**config.mk**
```make
export PLATFORM = sky130hd
export DESIGN_NAME = divider_processor
export DESIGN_NICKNAME = d
export VERILOG_FILES = /design/src/rtl/divider_processor.sv
export SDC_FILE = /design/constraint.sdc
export NUM_CORES = 1
export LEC_CHECK = 0
export CORE_UTILIZATION = 50
export CTS_CLUSTER_SIZE = 40
export DETAILED_ROUTE_END_ITERATION = 16
export HOLD_SLACK_MARGIN = 0.02
export PLACE_DENSITY = 0.73
export RECOVER_POWER = 25
export SYNTH_ARGS = -nofsm -noshare
export SYNTH_HDL_FRONTEND = slang
export SYNTH_SLANG_ARGS = --single-unit
```
**constraint.sdc**
```tcl
create_clock -name Clk -period 2.76 [get_ports Clk]
set_clock_uncertainty 0.1 [all_clocks]
set_input_delay 0.276 -clock Clk [delete_from_list [all_inputs] [get_ports Clk]]
set_output_delay 0.276 -clock Clk [all_outputs]
set_load 0.02 [all_outputs]
```
**src/rtl/divider_processor.sv**
```systemverilog
`default_nettype none
// ============================================================================
// Module   : divider_processor
// Desc     : Shift-subtract divider, A:B / S -> quotient in B, remainder in A.
//            Define DIV_SIGNED_EN for two's-complement operation.
// Revision : 1.0
// ============================================================================
module divider_processor #(
    parameter int WIDTH       = 8,
    parameter int SYNC_STAGES = 2
) (
    input  logic             Clk,
    input  logic             Reset,
    input  logic             Execute,
    input  logic             LoadA,
    input  logic             LoadB,
    input  logic             LoadS,
    input  logic [WIDTH-1:0] Din,
    output logic [WIDTH-1:0] Aval,
    output logic [WIDTH-1:0] Bval,
    output logic [WIDTH-1:0] Sval,
    output logic             Busy,
    output logic             Ovf,
    output logic [6:0]       AhexL,
    output logic [6:0]       AhexU,
    output logic [6:0]       BhexL,
    output logic [6:0]       BhexU
);

    localparam int c_NBTN = 4;
    localparam int c_CW   = (WIDTH > 1) ? $clog2(WIDTH) : 1;
    localparam int c_HW   = (WIDTH > 8) ? WIDTH : 8;
    localparam logic [c_CW-1:0] c_LAST = c_CW'(WIDTH - 1);

    typedef enum logic [2:0] {
        S_IDLE = 3'd0,
        S_PREP = 3'd1,
        S_ITER = 3'd2,
        S_FIX  = 3'd3,
        S_DONE = 3'd4
    } state_t;

    // Buttons are active-low; synchronizers reset to the released level.
    logic [c_NBTN-1:0] w_btn_raw;
    logic [c_NBTN-1:0] w_btn;
    assign w_btn_raw = {LoadS, LoadB, LoadA, Execute};

    genvar gi;
    generate
        for (gi = 0; gi < c_NBTN; gi++) begin : g_sync
            logic [SYNC_STAGES-1:0] r_ff;
            if (SYNC_STAGES == 1) begin : g_one
                always_ff @(posedge Clk or negedge Reset) begin
                    if (!Reset) r_ff <= '1;
                    else        r_ff <= w_btn_raw[gi];
                end
            end else begin : g_multi
                always_ff @(posedge Clk or negedge Reset) begin
                    if (!Reset) r_ff <= '1;
                    else        r_ff <= {r_ff[SYNC_STAGES-2:0], w_btn_raw[gi]};
                end
            end
            assign w_btn[gi] = r_ff[SYNC_STAGES-1];
        end
    endgenerate

    state_t             r_state;
    logic [WIDTH-1:0]   r_a, r_b, r_s;
    logic [WIDTH-1:0]   r_rem, r_quo, r_dabs;
    logic [c_CW-1:0]    r_cnt;
    logic               r_busy, r_ovf, r_exec_d;
`ifdef DIV_SIGNED_EN
    logic               r_sn, r_sd;
`endif

    logic               w_start;
    logic [2*WIDTH-1:0] w_n_abs;
    logic [WIDTH-1:0]   w_d_abs;
    logic [WIDTH:0]     w_rs;
    logic [WIDTH-1:0]   w_diff;
    logic               w_ge;
    logic               w_range_err;
    logic [WIDTH-1:0]   w_q_fix, w_r_fix;

    assign w_start = r_exec_d & ~w_btn[0];

    always_comb begin
        w_n_abs = {r_a, r_b};
        w_d_abs = r_s;
`ifdef DIV_SIGNED_EN
        if (r_a[WIDTH-1]) w_n_abs = -{r_a, r_b};
        if (r_s[WIDTH-1]) w_d_abs = -r_s;
`endif
    end

    // Stored remainder is always < divisor, so only the shifted value needs the extra bit.
    assign w_rs   = {r_rem, r_quo[WIDTH-1]};
    assign w_ge   = (w_rs >= {1'b0, r_dabs});
    assign w_diff = w_rs[WIDTH-1:0] - r_dabs;

`ifdef DIV_SIGNED_EN
    logic w_qneg;
    assign w_qneg      = r_sn ^ r_sd;
    assign w_range_err = w_qneg ? (r_quo[WIDTH-1] & (|r_quo[WIDTH-2:0])) : r_quo[WIDTH-1];
    assign w_q_fix     = w_qneg ? -r_quo : r_quo;
    assign w_r_fix     = r_sn ? -r_rem : r_rem;
`else
    assign w_range_err = 1'b0;
    assign w_q_fix     = r_quo;
    assign w_r_fix     = r_rem;
`endif

    always_ff @(posedge Clk or negedge Reset) begin
        if (!Reset) begin
            r_state  <= S_IDLE;
            r_a      <= '0;
            r_b      <= '0;
            r_s      <= '0;
            r_rem    <= '0;
            r_quo    <= '0;
            r_dabs   <= '0;
            r_cnt    <= '0;
            r_busy   <= 1'b0;
            r_ovf    <= 1'b0;
            r_exec_d <= 1'b1;
`ifdef DIV_SIGNED_EN
            r_sn     <= 1'b0;
            r_sd     <= 1'b0;
`endif
        end else begin
            r_exec_d <= w_btn[0];
            case (r_state)
                S_IDLE: begin
                    if (!w_btn[1]) r_a <= Din;
                    if (!w_btn[2]) r_b <= Din;
                    if (!w_btn[3]) r_s <= Din;
                    if (w_start) begin
                        r_busy  <= 1'b1;
                        r_state <= S_PREP;
                    end
                end
                S_PREP: begin
`ifdef DIV_SIGNED_EN
                    r_sn <= r_a[WIDTH-1];
                    r_sd <= r_s[WIDTH-1];
`endif
                    if (w_n_abs[2*WIDTH-1:WIDTH] >= w_d_abs) begin
                        r_ovf   <= 1'b1;
                        r_busy  <= 1'b0;
                        r_state <= S_DONE;
                    end else begin
                        r_ovf   <= 1'b0;
                        r_rem   <= w_n_abs[2*WIDTH-1:WIDTH];
                        r_quo   <= w_n_abs[WIDTH-1:0];
                        r_dabs  <= w_d_abs;
                        r_cnt   <= '0;
                        r_state <= S_ITER;
                    end
                end
                S_ITER: begin
                    r_rem <= w_ge ? w_diff : w_rs[WIDTH-1:0];
                    r_quo <= {r_quo[WIDTH-2:0], w_ge};
                    if (r_cnt == c_LAST) r_state <= S_FIX;
                    else                 r_cnt   <= r_cnt + 1'b1;
                end
                S_FIX: begin
                    if (w_range_err) begin
                        r_ovf <= 1'b1;
                    end else begin
                        r_a <= w_r_fix;
                        r_b <= w_q_fix;
                    end
                    r_busy  <= 1'b0;
                    r_state <= S_DONE;
                end
                S_DONE: begin
                    if (w_btn[0]) r_state <= S_IDLE;
                end
                default: r_state <= S_IDLE;
            endcase
        end
    end

    function automatic logic [6:0] f_seg7(input logic [3:0] v);
        case (v)
            4'h0: f_seg7 = 7'b1000000;
            4'h1: f_seg7 = 7'b1111001;
            4'h2: f_seg7 = 7'b0100100;
            4'h3: f_seg7 = 7'b0110000;
            4'h4: f_seg7 = 7'b0011001;
            4'h5: f_seg7 = 7'b0010010;
            4'h6: f_seg7 = 7'b0000010;
            4'h7: f_seg7 = 7'b1111000;
            4'h8: f_seg7 = 7'b0000000;
            4'h9: f_seg7 = 7'b0010000;
            4'hA: f_seg7 = 7'b0001000;
            4'hB: f_seg7 = 7'b0000011;
            4'hC: f_seg7 = 7'b1000110;
            4'hD: f_seg7 = 7'b0100001;
            4'hE: f_seg7 = 7'b0000110;
            default: f_seg7 = 7'b0001110;
        endcase
    endfunction

    logic [c_HW-1:0] w_a_ext, w_b_ext;
    assign w_a_ext = c_HW'(r_a);
    assign w_b_ext = c_HW'(r_b);

    assign AhexL = f_seg7(w_a_ext[3:0]);
    assign AhexU = f_seg7(w_a_ext[7:4]);
    assign BhexL = f_seg7(w_b_ext[3:0]);
    assign BhexU = f_seg7(w_b_ext[7:4]);

    assign Aval = r_a;
    assign Bval = r_b;
    assign Sval = r_s;
    assign Busy = r_busy;
    assign Ovf  = r_ovf;

endmodule
`default_nettype wire

```
-- Word level (Yosys, flattened, before mapping)
Memories as Yosys holds them, arrays and structs flattened.
Cells that the tools add are included.
Widths: inputs -> output; s select.
- register bits: 65
- bits in read-only memories: 448
- input port bits: 14
- output and inout bits: 54
- logic and storage cells: 73
- memories kept: 4
- add/sub/neg operators: 2
- order comparisons: 2
- equal/unequal tests: 13
- muxes and demuxes: 21
- bitwise logic cells: 4
- reductions and logical operators: 12
- memory list (memory ; depth ; width ; rd ports ; clocked after memory_dff ; wr ports ; RTL line ; text):
    (name not given) ; 16 ; 7 ; 1 ; 0 ; 0 ; 185 ; case (v)
    (name not given) ; 16 ; 7 ; 1 ; 0 ; 0 ; 185 ;
    (name not given) ; 16 ; 7 ; 1 ; 0 ; 0 ; 185 ;
    (name not given) ; 16 ; 7 ; 1 ; 0 ; 0 ; 185 ;
- operators by type and width (operator ; number):
    $pmux 8 s2 ; 4
    $mux 8 ; 5
    $mux 3 ; 6
    $ne 2x2->1 const B ; 8
    $pmux 3 s5 ; 1
    $reduce_and 2->1 ; 5
    $ge 9x8->1 ; 1
    $reduce_and 3->1 ; 3
    $ge 8x8->1 ; 1
    $sub 8x8->8 ; 1
    $eq 3x2->1 const B ; 2
    $eq 3x3->1 const B ; 2
    $pmux 3 s2 ; 1
    $reduce_bool 2->1 ; 2
    $add 3x1->3 const B ; 1
    $eq 3x1->1 const B ; 1
    $logic_not 3->1 ; 1
    $mux 1 ; 3
    $not 1->1 ; 3
    $pmux 1 s3 ; 1
    $reduce_bool 3->1 ; 1
    $and 1x1->1 ; 1

-- Depth between registers and ports, before layout
Gate-level depths: netlist (run 1).
- depth in word-level cells: 4
- gate-level depth with buffers: 10

-- Worst setup path after synthesis (run 1)
No wires, ideal clock.
- path type: reg2reg
- start point: register r_rem[5]
- end point: register r_rem[0]
- setup time: 0.080 ns
- data arrival time: 2.108 ns
- required time: 2.580 ns
- slack: 0.472 ns
- stages on the path, launching flop included: 8
- cell sequence: dfrtp_1 > ha_1 > buf_6 > a21o_1 > a211o_1 > a41oi_4 > mux2_4 > mux2i_1
- longest elaborated chain between the ends: 3
- RTL lines (what ; RTL line ; text):
    start: declaration ; 69 ; logic [WIDTH-1:0] r_rem, r_quo, r_dabs;
    start signal: assignment ; 153 ; r_rem <= w_n_abs[2*WIDTH-1:WIDTH];
    start signal: assignment ; 161 ; r_rem <= w_ge ? w_diff : w_rs[WIDTH-1:0];
    $ge 9x8->1 ; 98 ; assign w_ge = (w_rs >= {1'b0, r_dabs});
    $mux 8 ; 161 ;
    $pmux 8 s2 ; 132 ; case (r_state)
Every way passes these cells.
A chain may end at the register's enable or synchronous reset.

-- Worst setup path in the final report (run 1)
- start point: register r_a[4] (netlist: Aval[4])
- end point: output AhexU[3]
- longest elaborated chain between the ends: 1
- RTL lines (what ; RTL line ; text):
    start: declaration ; 68 ; logic [WIDTH-1:0] r_a, r_b, r_s;
    start signal: assignment ; 134 ; if (!w_btn[1]) r_a <= Din;
    start signal: assignment ; 170 ; r_a <= w_r_fix;
    $mem_v2 16x7 ; -- ;
    end: declaration ; 25 ; output logic [6:0] AhexU,
Every way passes these cells.

==> results by group, run 1 <==
Worst setup path
  • Most used cell, CP: inv_1
  • Startpoint Class: flip-flop
  • CP Class: flip-flop to output port
  • CP max stage delay: about 540 ps
  • Worst Setup SP: Aval[4]$_DFFE_PN0P_
  • Crit path max fanout: 10
  • R2R Path Start: r_rem[5]$_DFFE_PN0P_
  • Reg2Reg Setup Slack: roughly 210 ps
  • CP bufs+invs: 3
  • CP Capture Type: output port
  • CP Data Required Time: roughly 2400 ps
  • CP cell instances: inv_1 -> ha_1 -> inv_1 -> mux4_2 -> clkdlybuf4s50_1
  • Top cell family by delay on the critical path: buffers and inverters
  • Crit path arrival time: between 2000 and 2500 ps
  • CP max-delay cell: clkdlybuf4s50_1

Global route
  • First-pass GRT wire length: roughly 17000 um
  • Initial antenna violation count: 0
  • Vias in the first global route: approximately 3400
  • Largest net degree at the start of global routing: 42
  • Overall routing resource usage: 0.2412
  • Total gr overflow: 0

Clock tree
  • Worst-Skew Late Latency: about 350 ps
  • Longest Clk Path Bufs: 2
  • Clock root cell: clkbuf_8
  • CTS tree: built
  • CTS Buf Count: 9
  • H-tree depth: 3
  • CTS Sinks: 65
  • Clock transition at path regs: roughly 70 ps

Yosys
  • Main area contributors after synthesis: dfrtp_1, mux2i_1, ha_1
  • Post-Syn Instances: 450
  • Mapped Area: 4337 um^2
  • Distinct cells, synth: 49
  • Post-synth EDFFs: 0
  • Top FF cell, synth: dfrtp_1
  • Number of synthesized register bits: 65
  • Syn Area/Cell: between 9 and 10 um^2
  • Adder-cell share of the synthesized area: 0.1258
  • Count leader, synth: mux2i_1
  • Synth area leader: dfrtp_1
  • Synth top area share: 0.3231
  • Seq/Total Area, Yosys: 0.3777
  • Async S/R FF share, synth: 1.000
  • XOR/XNOR share of the synthesized area: 0.008078
  • Largest family of logic cells by synthesized area: multiplexers
  • Post-Synth Simple-Gate Area: 0.1255
  • Syn nets: 507
  • Syn. warnings: 0
  • Mux cell area share after synthesis: 0.1694
  • Synth cell count leaders: mux2i_1, dfrtp_1, nand2_1, o21ai_0, ha_1
  • Synth Area in Compound Gates: 0.1448

Final layout
  • Fillers: between 600 and 700
  • Final core utilization: 0.6534
  • ANT cells: 0
  • Layout cell share with drive strength beyond 1: 0.1255
  • Area added between synthesis and finish: 25.04%
  • Nets: a little under 600

Timing
  • Slew Limit Fails: 0
  • Worst slew pin tran: 1001 ps
  • Setup violators final: 0
  • Slew headroom: 0.3329
  • Highest Clock Rate: between 0.3 and 0.4 GHz
  • Final Hold Fails: 0
  • Final critical-path required period: 2647 ps
  • Final period util: 0.9592
  • Setup TNS: 0 ps
  • RSZ-0062 raised after global routing: false

Route
  • Vias/cell: approximately 5.6
  • WL per Instance: 15.73 um
  • M1 WL: approximately 4600 um
  • Met2 routed WL: 4661 um
  • WL final: about 9900 um
  • DRC Markers: 0
  • Pre-antenna DRT Iters: 4
  • DR top layer: met4
  • DRT iter0 DRCs: roughly 130
  • WL met3: ~480 um
  • Antenna-violating nets left: 0
  • Via count: ~3500

Placement
  • RD Place Congestion: about 0.82
  • Hpwl dp: around 7400 um
  • IO Port Bufs: 67

Floorplan
  • Die height: 95.13 um
  • I/O pins: 68
  • Die footprint: 9050 um^2
  • Starting Density: 0.5225
  • Placeable Area: a little over 8000 um^2
  • Std-Cell Rows: 33
  • Die X: 95.13 um

Worst hold path
  • Class of the worst hold path: flip-flop to flip-flop
  • Hold Crit Start: g_sync[0].r_ff[0]$_DFF_PN1_

Run
  • Max-cap viol count: 0

Status
  • Status: complete, no violations
-- cell usage in the layout, fill, tap and decap left out, types with 3 or more instances in the layout --
cell type and count:
buf_4 14, clkdlybuf4s50_1 57, clkbuf_8 10, mux2_2 5, bufinv_16 3, a22o_1 6, a32o_1 3, dfrtp_1 50
dfstp_2 8, or3b_2 3, nor2_1 31, ha_1 42, a211oi_1 3, mux4_2 3, nand3_1 4, nand2_1 52
dfrtp_2 6, o21ai_0 52, dlygate4sd2_1 3, a21oi_1 19, inv_1 28, nor2b_1 7, nand2b_1 6, mux2i_1 58
dlygate4sd3_1 5
-- stage by stage --
stage / area [um^2] / worst slack, ps / instances / hold WS (ps)
finish: 5423 / 112.6 / 631 / 258.5
global route: 5423 / 9.101 / 631 / 257.3
CTS: 5413 / 1.350 / 631 / 212.2
detailed placement: 5152 / 240.0 / 614 / 248.9
global placement: 5152 / 272.6 / 614 / 246.2
floorplan: 4337 / 471.5 / 450 / -119.6
-- cells by family after synthesis --
logic type               count (synthesis)
multiplexers                            68
AO/OA/AOI/OAI                          102
XOR/XNOR                                 4
AND/OR/NAND/NOR                        117
flip-flops                              65
adder cells (fa/ha/maj)                 43
buffers and inverters                   51
-- path summary, 6_finish.rpt --
path | end | cells after the start
min in group asynchronous | Bval[6]$_DFFE_PN0P_ | 2
min reg2reg | g_sync[0].r_ff[1]$_DFF_PN1_ | 0
max | AhexU[3] | 5
min | g_sync[0].r_ff[1]$_DFF_PN1_ | 0
max reg2reg | r_rem[0]$_DFFE_PN0P_ | 6
max in group asynchronous | Aval[5]$_DFFE_PN0P_ | 3
-- repair_timing --
item,4_1_cts,5_1_grt
setup buffers,0,0
setup endpoints to repair,5,7
hold buffers,1,0
gates resized for setup,5,6
endpoints found under the hold margin,30,0
-- layer usage --
layer | global-route usage | up-vias
met3 | 0.04705 | 11
met1 | 0.3281 | 1700
met4 | 0.07955 | 0
met5 | 0 | -
li1 | - | 1705
met2 | 0.3851 | 93
-- area by class of cell --
type	count	area [um^2]	area share
Clock inverter	6	113.9	0.02100
Multi-Input combinational cell	334	2487	0.4587
Tap cell	105	131.4	0.02423
Clock buffer	10	137.6	0.02538
Timing Repair Buffer	83	802.0	0.1479
Sequential cell	65	1645	0.3034
Inverter	28	105.1	0.01938
-- flip-flops by register name, indices dropped and copies added, names as in the netlist --
register / flops
r_quo: 8
r_exec_d: 1
Sval: 8
r_dabs: 8
Busy: 1
Aval: 8
r_cnt: 3
r_state: 3
g_sync.r_ff: 8
Bval: 8
Ovf: 1
r_rem: 8
Power of run 1 is not shown: default switching activity piles up to over one toggle a cycle in this logic, so the estimate is an artifact.
==> inputs of run 2 (changes only) <==
--- a/config.mk
+++ b/config.mk
@@ -8,9 +8,11 @@
 export CORE_UTILIZATION = 50
 export CTS_CLUSTER_SIZE = 40
 export DETAILED_ROUTE_END_ITERATION = 16
+export DONT_BUFFER_PORTS = 1
 export HOLD_SLACK_MARGIN = 0.02
-export PLACE_DENSITY = 0.73
-export RECOVER_POWER = 25
+export PLACE_DENSITY = 0.63
+export RECOVER_POWER = 100
+export SLEW_MARGIN = 20
 export SYNTH_ARGS = -nofsm -noshare
 export SYNTH_HDL_FRONTEND = slang
 export SYNTH_SLANG_ARGS = --single-unit
==> run 2 against run 1 <==
  * Worst hold slack worse by 220 ps
  * Largest cell class unchanged
  * Utilization down 8.0 points
  * The flow now finishes with violations (max-capacitance violations, max-slew violations)
  * Setup slack better by 64 ps
  * Global-route usage down 2.5 points
  * Critical path depth up 1
  * Via count down 6.2%
  * Count of clock-buffer cells in the layout unchanged
  * Critical endpoint is now r_rem[1]$_DFFE_PN0P_
  * Design area down 12%
==> results by group, run 2 (synthesis results as in run 1) <==
Timing
  • Setup TNS: 0 ps (unchanged)
  • Final critical-path required period: 2583 ps (-64.48 ps)
  • Slew headroom: -0.06095 (-0.3939)
  • Setup violators final: 0 (unchanged)
  • Worst slew pin tran: 1591 ps (+590.8 ps)
  • Highest Clock Rate: 0.3872 GHz (+2.5%)
  • Slew Limit Fails: 66 (+66)
  • RSZ-0062 raised after global routing: false
  • Final Hold Fails: 0 (unchanged)
  • Final period util: 0.9358 (-0.02336)

Global route
  • Vias in the first global route: 3032 (-11%)
  • Initial antenna violation count: 0 (unchanged)
  • First-pass GRT wire length: 14720 um (-11%)
  • Overall routing resource usage: 0.2158 (-0.02548)
  • Total gr overflow: 0 (unchanged)
  • Largest net degree at the start of global routing: 66 (+57%)

Worst setup path
  • CP max stage delay: 590 ps (+50 ps)
  • R2r worst-path depth: 6 (unchanged)
  • CP Class: flip-flop to flip-flop
  • Reg2Reg Setup Slack: 180 ps (-30 ps)
  • Crit path depth: 6 (+1)
  • CP max-delay cell: a41oi_2
  • CP bufs+invs: 0 (-3)
  • R2R Path Start: r_rem[5]$_DFFE_PN0P_
  • Reg2reg end: r_rem[1]$_DFFE_PN0P_
  • Top cell family by delay on the critical path: compound AO/OA/AOI/OAI gates
  • CP cell instances: ha_1 -> a21o_1 -> a211o_1 -> a41oi_2 -> mux2_4 -> mux2i_1
  • CP Data Required Time: 2930 ps (+550 ps)
  • Crit path arrival time: 2750 ps (+480 ps)
  • Startpoint Class: flip-flop
  • CP Capture Type: flip-flop
  • Crit path max fanout: 9 (-1)

Clock tree
  • Post-CTS Resized: 0 (-5)
  • Clock transition at path regs: 70 ps (about the same)
  • H-tree depth: 3 (unchanged)
  • CTS Sinks: 65 (unchanged)
  • CTS Buf Count: 9 (unchanged)
  • Clock root cell: clkbuf_8
  • Post-CTS Setup Inserts: 0 (unchanged)
  • CTS tree: built
  • Worst-Skew Late Latency: 340 ps (about the same)
  • Longest Clk Path Bufs: 2 (unchanged)
  • CTS hold repair buffers: 14 (+13)

Floorplan
  • Std-Cell Rows: 33 (unchanged)
  • Placeable Area: 8299 um^2 (unchanged)
  • Die X: 95.13 um (unchanged)
  • Die height: 95.13 um (unchanged)
  • Starting Density: 0.5225 (unchanged)
  • I/O pins: 68 (unchanged)
  • Die footprint: 9050 um^2 (unchanged)

Status
  • Status: finished with violations
  • Failing checks: max-capacitance violations, max-slew violations

Route
  • WL per Instance: 16.22 um (+3.1%)
  • Vias/cell: 5.668 (+1.9%)
  • DRT iter0 DRCs: 175 (+37%)
  • DRC Markers: 0 (unchanged)
  • Antenna-violating nets left: 0 (unchanged)
  • Via count: 3293 (-6.2%)
  • WL final: 9426 um (-5.0%)
  • Pre-antenna DRT Iters: 4 (unchanged)

Worst hold path
  • Hold path depth: 2 (+2)
  • Hold Crit Start: Din[2]
  • Class of the worst hold path: primary input to flip-flop
  • Min-Delay Endpoint: Aval[2]$_DFFE_PN0P_

Final layout
  • Most common cell after layout, fill and taps aside: mux2i_1
  • Nets: 528 (-8.7%)
  • ANT cells: 0 (unchanged)
  • Fillers: 752 (+14%)
  • Area added between synthesis and finish: 9.752%
  • Most frequent cells in the layout: mux2i_1, dfrtp_1, o21ai_0, nand2_1, ha_1
  • Layout cell share with drive strength beyond 1: 0.1071 (-0.01833)

Placement
  • RD Place Congestion: 0.7760 (-5.5%)
  • Hpwl dp: 6667 um (-9.5%)
  • IO Port Bufs: 0 (-100%)

Run
  • Max-cap viol count: 1 (+1)
-- run 2: cell count changes in the layout (fill, tap and decap cells not counted), sizes merged, moves of 3 or more --
| cell | change |
|---|---|
| dlygate4sd3 | +8 |
| dlygate4sd2 | -3 |
| buf | -7 |
| clkbuf | +11 |
| clkinv | +5 |
| clkdlybuf4s50 | -57 |
-- run 2: metrics by stage --
stage | utilization | area, um^2 | instances | setup slack [ps] | hold slack (ps)
detailed placement | 0.5427 | 4504 | 551 | 318.3 | -117.9
floorplan | - | 4337 | 450 | 471.5 | -119.6
global route | 0.5735 | 4760 | 581 | 67.42 | 39.46
finish | 0.5735 | 4760 | 581 | 177.1 | 39.78
CTS | 0.5842 | 4848 | 581 | 226.5 | 35.86
global placement | 0.5427 | 4504 | 551 | 398.8 | -117.9
-- run 2: worst max-delay path by stage --
| stage | from | end | slack (ps) |
|---|---|---|---|
| after floorplan | r_rem[5]$_DFFE_PN0P_ | r_rem[0]$_DFFE_PN0P_ | 470 |
| after global placement | r_rem[5]$_DFFE_PN0P_ | r_rem[1]$_DFFE_PN0P_ | 400 |
| after detailed placement | r_rem[5]$_DFFE_PN0P_ | r_rem[1]$_DFFE_PN0P_ | 320 |
| after CTS | Bval[1]$_DFFE_PN0P_ | BhexL[0] | 230 |
| after global routing | Sval[1]$_DFFE_PN0P_ | r_quo[1]$_DFFE_PN0P_ | 70 |
| final | r_rem[5]$_DFFE_PN0P_ | r_rem[1]$_DFFE_PN0P_ | 180 |
-- run 2: layout make-up --
cell class / instances / area [um^2] / share of cell area
clock buffers: 10 / 127.6 / 0.02681
inverters: 28 / 105.1 / 0.02208
repair buffers: 33 / 237.7 / 0.04995
multi-input cells: 334 / 2461 / 0.5171
clock inverters: 6 / 58.81 / 0.01236
flip-flops and latches: 65 / 1638 / 0.3441
well taps: 105 / 131.4 / 0.02760
-- run 2: layer usage --
layer,vias to the layer above,track usage,part of all wire
li1,1609,-,-
met1,1581,0.2851,0.45
met2,93,0.3583,0.48
met3,10,0.03589,0.064
met4,0,0.07197,0.010
met5,-,0,0
Power of run 2 is left out for the same reason.
==> inputs of run 3 (changes only) <==
--- a/config.mk
+++ b/config.mk
@@ -12,6 +12,7 @@
 export HOLD_SLACK_MARGIN = 0.02
 export PLACE_DENSITY = 0.63
 export RECOVER_POWER = 100
+export SKIP_CTS_REPAIR_TIMING = 1
 export SLEW_MARGIN = 20
 export SYNTH_ARGS = -nofsm -noshare
 export SYNTH_HDL_FRONTEND = slang
==> run 3 against run 2 <==
  * The flow finishes with violations (negative hold slack, max-capacitance violations, max-slew violations)
  * First-iteration DRC count is 11% higher
  * Design area is 0.21% lower
  * Critical path depth stayed put
  * Sequential cell count stayed put
  * Die area stayed put
  * Routed wire length hardly changed
  * Register-to-register slack hardly changed
  * Via count is 0.43% lower
  * Sequential share of layout area is 0.072 points higher
  * Critical path type unchanged
==> results by group, run 3 (synthesis results as in run 1) <==
Final layout
  • Most frequent cells in the layout: mux2i_1, dfrtp_1, o21ai_0, nand2_1, ha_1
  • Post-route insts no fill: 580 (-0.17%)
  • Most common cell after layout, fill and taps aside: mux2i_1
  • Area added between synthesis and finish: 9.521%
  • ANT cells: 0 (unchanged)
  • Layout cell share with drive strength beyond 1: 0.1074 (+0.0002256)
  • Design area: 4750 um^2 (-0.21%)
  • Nets: 527 (-0.19%)

Status
  • Failing checks: negative hold slack, max-capacitance violations, max-slew violations
  • Status: finished with violations

Floorplan
  • Placeable Area: 8299 um^2 (unchanged)
  • Starting Density: 0.5225 (unchanged)
  • Std-Cell Rows: 33 (unchanged)
  • I/O pins: 68 (unchanged)
  • Die X: 95.13 um (unchanged)
  • Die footprint: 9050 um^2 (unchanged)
  • Die height: 95.13 um (unchanged)

Timing
  • Highest Clock Rate: 0.3889 GHz (+0.44%)
  • Final Hold Fails: 1 (+1)
  • Setup violators final: 0 (unchanged)
  • Setup TNS: 0 ps (unchanged)
  • Hold slack: -6.916 ps (-46.70 ps)
  • RSZ-0062 raised after global routing: false
  • Worst slew pin tran: 1582 ps (-9.872 ps)
  • Final period util: 0.9317 (-0.004129)
  • Final critical-path required period: 2571 ps (-11.40 ps)
  • Slew Limit Fails: 66 (unchanged)
  • Slew headroom: -0.05437 (+0.006581)

Route
  • WL final: 9421 um (about the same)
  • Met2 routed WL: 4458 um (-0.49%)
  • Pre-antenna DRT Iters: 4 (unchanged)
  • WL per Instance: 16.24 um (+0.12%)
  • DRC Markers: 0 (unchanged)
  • M1 WL: 4293 um (+1.2%)
  • WL met3: 587 um (-3.0%)
  • Antenna-violating nets left: 0 (unchanged)
  • Vias/cell: 5.653 (-0.25%)
  • DR top layer: met4
  • DRT iter0 DRCs: 194 (+11%)
  • Via count: 3279 (-0.43%)

Clock tree
  • Clock root cell: clkbuf_8
  • CTS tree: built
  • Clock transition at path regs: 70 ps (about the same)
  • H-tree depth: 3 (unchanged)
  • Longest Clk Path Bufs: 2 (unchanged)
  • CTS Sinks: 65 (unchanged)
  • Worst-Skew Late Latency: 340 ps (about the same)
  • CTS Buf Count: 9 (unchanged)

Worst setup path
  • R2r worst-path depth: 6 (unchanged)
  • CP max-delay cell: a41oi_2
  • CP Class: flip-flop to flip-flop
  • Crit path arrival time: 2740 ps (about the same)
  • CP Capture Type: flip-flop
  • CP cell instances: ha_1 -> a21o_1 -> a211o_1 -> a41oi_2 -> mux2_4 -> mux2i_1
  • Top cell family by delay on the critical path: compound AO/OA/AOI/OAI gates
  • CP max stage delay: 580 ps (about the same)
  • Startpoint Class: flip-flop
  • R2R Path Start: r_rem[5]$_DFFE_PN0P_
  • Reg2reg end: r_rem[1]$_DFFE_PN0P_
  • Crit path max fanout: 9 (unchanged)
  • Reg2Reg Setup Slack: 190 ps (about the same)
  • CP Data Required Time: 2920 ps (about the same)
  • CP bufs+invs: 0 (unchanged)

Global route
  • First-pass GRT wire length: 14330 um (-2.7%)
  • Initial antenna violation count: 0 (unchanged)
  • Total gr overflow: 0 (unchanged)
  • Largest net degree at the start of global routing: 66 (unchanged)
  • Vias in the first global route: 2952 (-2.6%)
  • Overall routing resource usage: 0.2096 (-0.006145)

Worst hold path
  • Hold path depth: 2 (unchanged)
  • Min-Delay Endpoint: Sval[6]$_DFFE_PN0P_
  • Hold Crit Start: Din[6]
  • Class of the worst hold path: primary input to flip-flop

Placement
  • IO Port Bufs: 0 (unchanged)
  • Hpwl dp: 6667 um (unchanged)
  • # placed instances: 551 (unchanged)
  • RD Place Congestion: 0.7760 (unchanged)
  • Post-DP Area: 4504 um^2 (unchanged)

Run
  • Max-cap viol count: 1 (unchanged)
==> run 3: cell types whose count changed in the layout (fill, tap and decap cells not counted) <==
cell | before | now
dlygate4sd3_1 | 13 | 12
==> run 3: how the worst max path moves through the flow <==
stage / start / to / slack, ps / depth (start not counted)
2_1_floorplan: r_rem[5]$_DFFE_PN0P_ / r_rem[0]$_DFFE_PN0P_ / 470 / 7
3_3_place_gp: r_rem[5]$_DFFE_PN0P_ / r_rem[1]$_DFFE_PN0P_ / 400 / 6
3_5_place_dp: r_rem[5]$_DFFE_PN0P_ / r_rem[1]$_DFFE_PN0P_ / 320 / 6
4_1_cts: Bval[1]$_DFFE_PN0P_ / BhexL[0] / 230 / 5
5_1_grt: Sval[1]$_DFFE_PN0P_ / r_quo[1]$_DFFE_PN0P_ / 70 / 10
6_report: r_rem[5]$_DFFE_PN0P_ / r_rem[1]$_DFFE_PN0P_ / 190 / 6
==> run 3: layer usage <==
metal  vias up  global-route usage
li1       1611                   -
met1      1578              0.2795
met2        81              0.3411
met3         9             0.03907
met4         0             0.07197
met5         -                   0
==> run 3: area by class of cell <==
| class | instances | area [um^2] |
|---|---|---|
| clock inverters | 6 | 58.81 |
| repair buffers | 32 | 227.7 |
| flip-flops and latches | 65 | 1638 |
| well taps | 105 | 131.4 |
| clock buffers | 10 | 127.6 |
| fillers | 753 | 3550 |
| multi-input cells | 334 | 2461 |
| inverters | 28 | 105.1 |
==> run 3: worst reg2reg max path, stage by stage (launching register included) <==
cell and delay [ps]:
dfrtp_1 420, ha_1 400, a21o_1 220, a211o_1 310
a41oi_2 580, mux2_4 350, mux2i_1 120
==> run 3: metrics by stage <==
stage          worst slack [ps]  hold WS (ps)    util
2_1_floorplan             471.5        -119.6       -
3_3_place_gp              398.8        -117.9  0.5427
3_5_place_dp              318.3        -117.9  0.5427
4_1_cts                   226.5        -489.4  0.5652
5_1_grt                   67.55         31.40  0.5723
6_report                  188.5        -6.916  0.5723
Power of run 3 is left out for the same reason.
==> RTL change (settings of run 2) <==
Add a define of `DIV_SIGNED_EN`.
--- a/src/rtl/divider_processor.sv
+++ b/src/rtl/divider_processor.sv
@@ -7,2 +7,4 @@
 // ============================================================================
+`define DIV_SIGNED_EN
+
 module divider_processor #(
Check against the original RTL: not equivalent (Yosys sat finds a counterexample within 10 cycles, from zero or initial values and one cycle with Reset low).
==> RTL change against run 2 <==
The run ends with capacitance limit, slew limit, setup timing left. Synthesized area rose by 16%. Hold slack gained 0.099 ns. Worst setup slack worse by 0.98 ns. Wire length up 40%. Via count is 34% higher. Sequential cell count is 2 higher. Cell area is 29% higher. Critical path type unchanged. Critical endpoint is now r_rem[3]$_DFFE_PN0P_. Largest cell class unchanged.
Power is left out: the tool's default activity adds up to more than one toggle a clock period on the data nets, which glitch-free logic cannot reach.
==> RTL change: results (changes against run 2) <==
Status
  • Status: finished with violations
  • Violated checks: capacitance limit, slew limit, setup timing

Finish
  • Clkbuf count: 9 (-1)
  • Nets: 702 (+33%)
  • Clock buf/inv share: 0.0326 (-0.00660)
  • Inverters, non-clock: 30 (+7.1%)
  • Layout cells sized above 1: 0.256 (+0.149)
  • Final Non-Filler Cells: 782 (+35%)
  • Reg area: 0.00170 mm2 (+3.7%)
  • Fill cell count: 879 (+17%)
  • Count of plain and timing-repair buffers: 106 (+220%)
  • Sequential share of cell area: 0.276 (-0.0679)

Timing
  • Sum of negative setup slack: -21.84 ns (-21.84 ns)
  • Worst rel slew slack: -0.132 (-0.0706)
  • Final Max Slew Viols: 68 (+3.0%)
  • Hold slack: 0.139 ns (+0.0991 ns)
  • Final setup vio count: 31 (+31)
  • Final setup margin: -0.805 ns (-0.982 ns)

Clock tree
  • Clock-pin slew on the worst setup and hold paths: 0.09 ns (+0.02 ns)
  • Clk_lat worst skew: 0.36 ns (+0.02 ns)
  • Post-CTS sizing: 15 (+15)
  • Setup Buffers After CTS: 2 (+2)

Worst hold path
  • Hold path depth: 3 (+1)
  • End of the worst hold path: Aval[7]$_DFFE_PN0P_

Critical path
  • R2r worst-path depth: 12 (+6)
  • Crit path from: Bval[0]$_DFFE_PN0P_
  • Max incr delay on CP: 0.44 ns (-0.15 ns)
  • Top delay family on crit path: simple AND/OR/NAND/NOR gates
  • CP Data Arrival Time: 3.70 ns (+0.95 ns)

Place
  • Setup WS pre-CTS: -0.855 ns (-1.17 ns)
  • Final GP Congestion: 0.853 (+9.9%)
  • Post-placement cell count: 749 (+36%)

Logic synthesis
  • Netlist Area Pre-Place: 0.00501 mm2 (+16%)
  • Top cells by area, synth: dfrtp_1, ha_1, mux2_2
  • Number of synthesized register bits: 67 (+3.1%)
  • Fraction of synthesized area in multiplexers: 0.115 (-0.0540)

Drt
  • WL/cell: 16.9 um (+4.2%)
  • Vias: 4404 (+34%)
  • DR iter-0 viols: 118 (-33%)

GRT
  • First-pass GRT wire length: 21100 um (+43%)
  • Total GRT Usage: 0.267 (+0.0510)
  • Vias in the first global route: 4281 (+41%)

Job
  • Max-Cap Viols: 1 (unchanged)
## RTL change: cell count changes after synthesis, moves of 6 or more
cell / before / now
a21oi_1: 19 / 46
or3_1: 2 / 11
o31ai_1: 2 / 8
mux2i_1: 58 / 24
mux2_2: 5 / 23
xor2_1: 2 / 13
xnor2_1: 2 / 20
nor2_1: 31 / 47
nand3_1: 4 / 10
o21ai_0: 52 / 44
## RTL change: routing by layer
| layer | share of wire | wire length (um) | global-route usage | vias up |
|---|---|---|---|---|
| met3 | 0.040 | 534 | 0.0404 | 27 |
| met1 | 0.43 | 5690 | 0.331 | 2135 |
| met2 | 0.50 | 6660 | 0.473 | 97 |
| li1 | - | - | - | 2145 |
| met4 | 0.025 | 334 | 0.0912 | 0 |
| met5 | 0 | 0 | 0 | - |
## RTL change: cell families after synthesis
logic type,Yosys count
buffers and inverters,59
xor gates and xnor gates,33
adders and majority gates,44
muxes,51
DFF,67
and+or+nand+nor,159
AOI/OAI and AO/OA,143
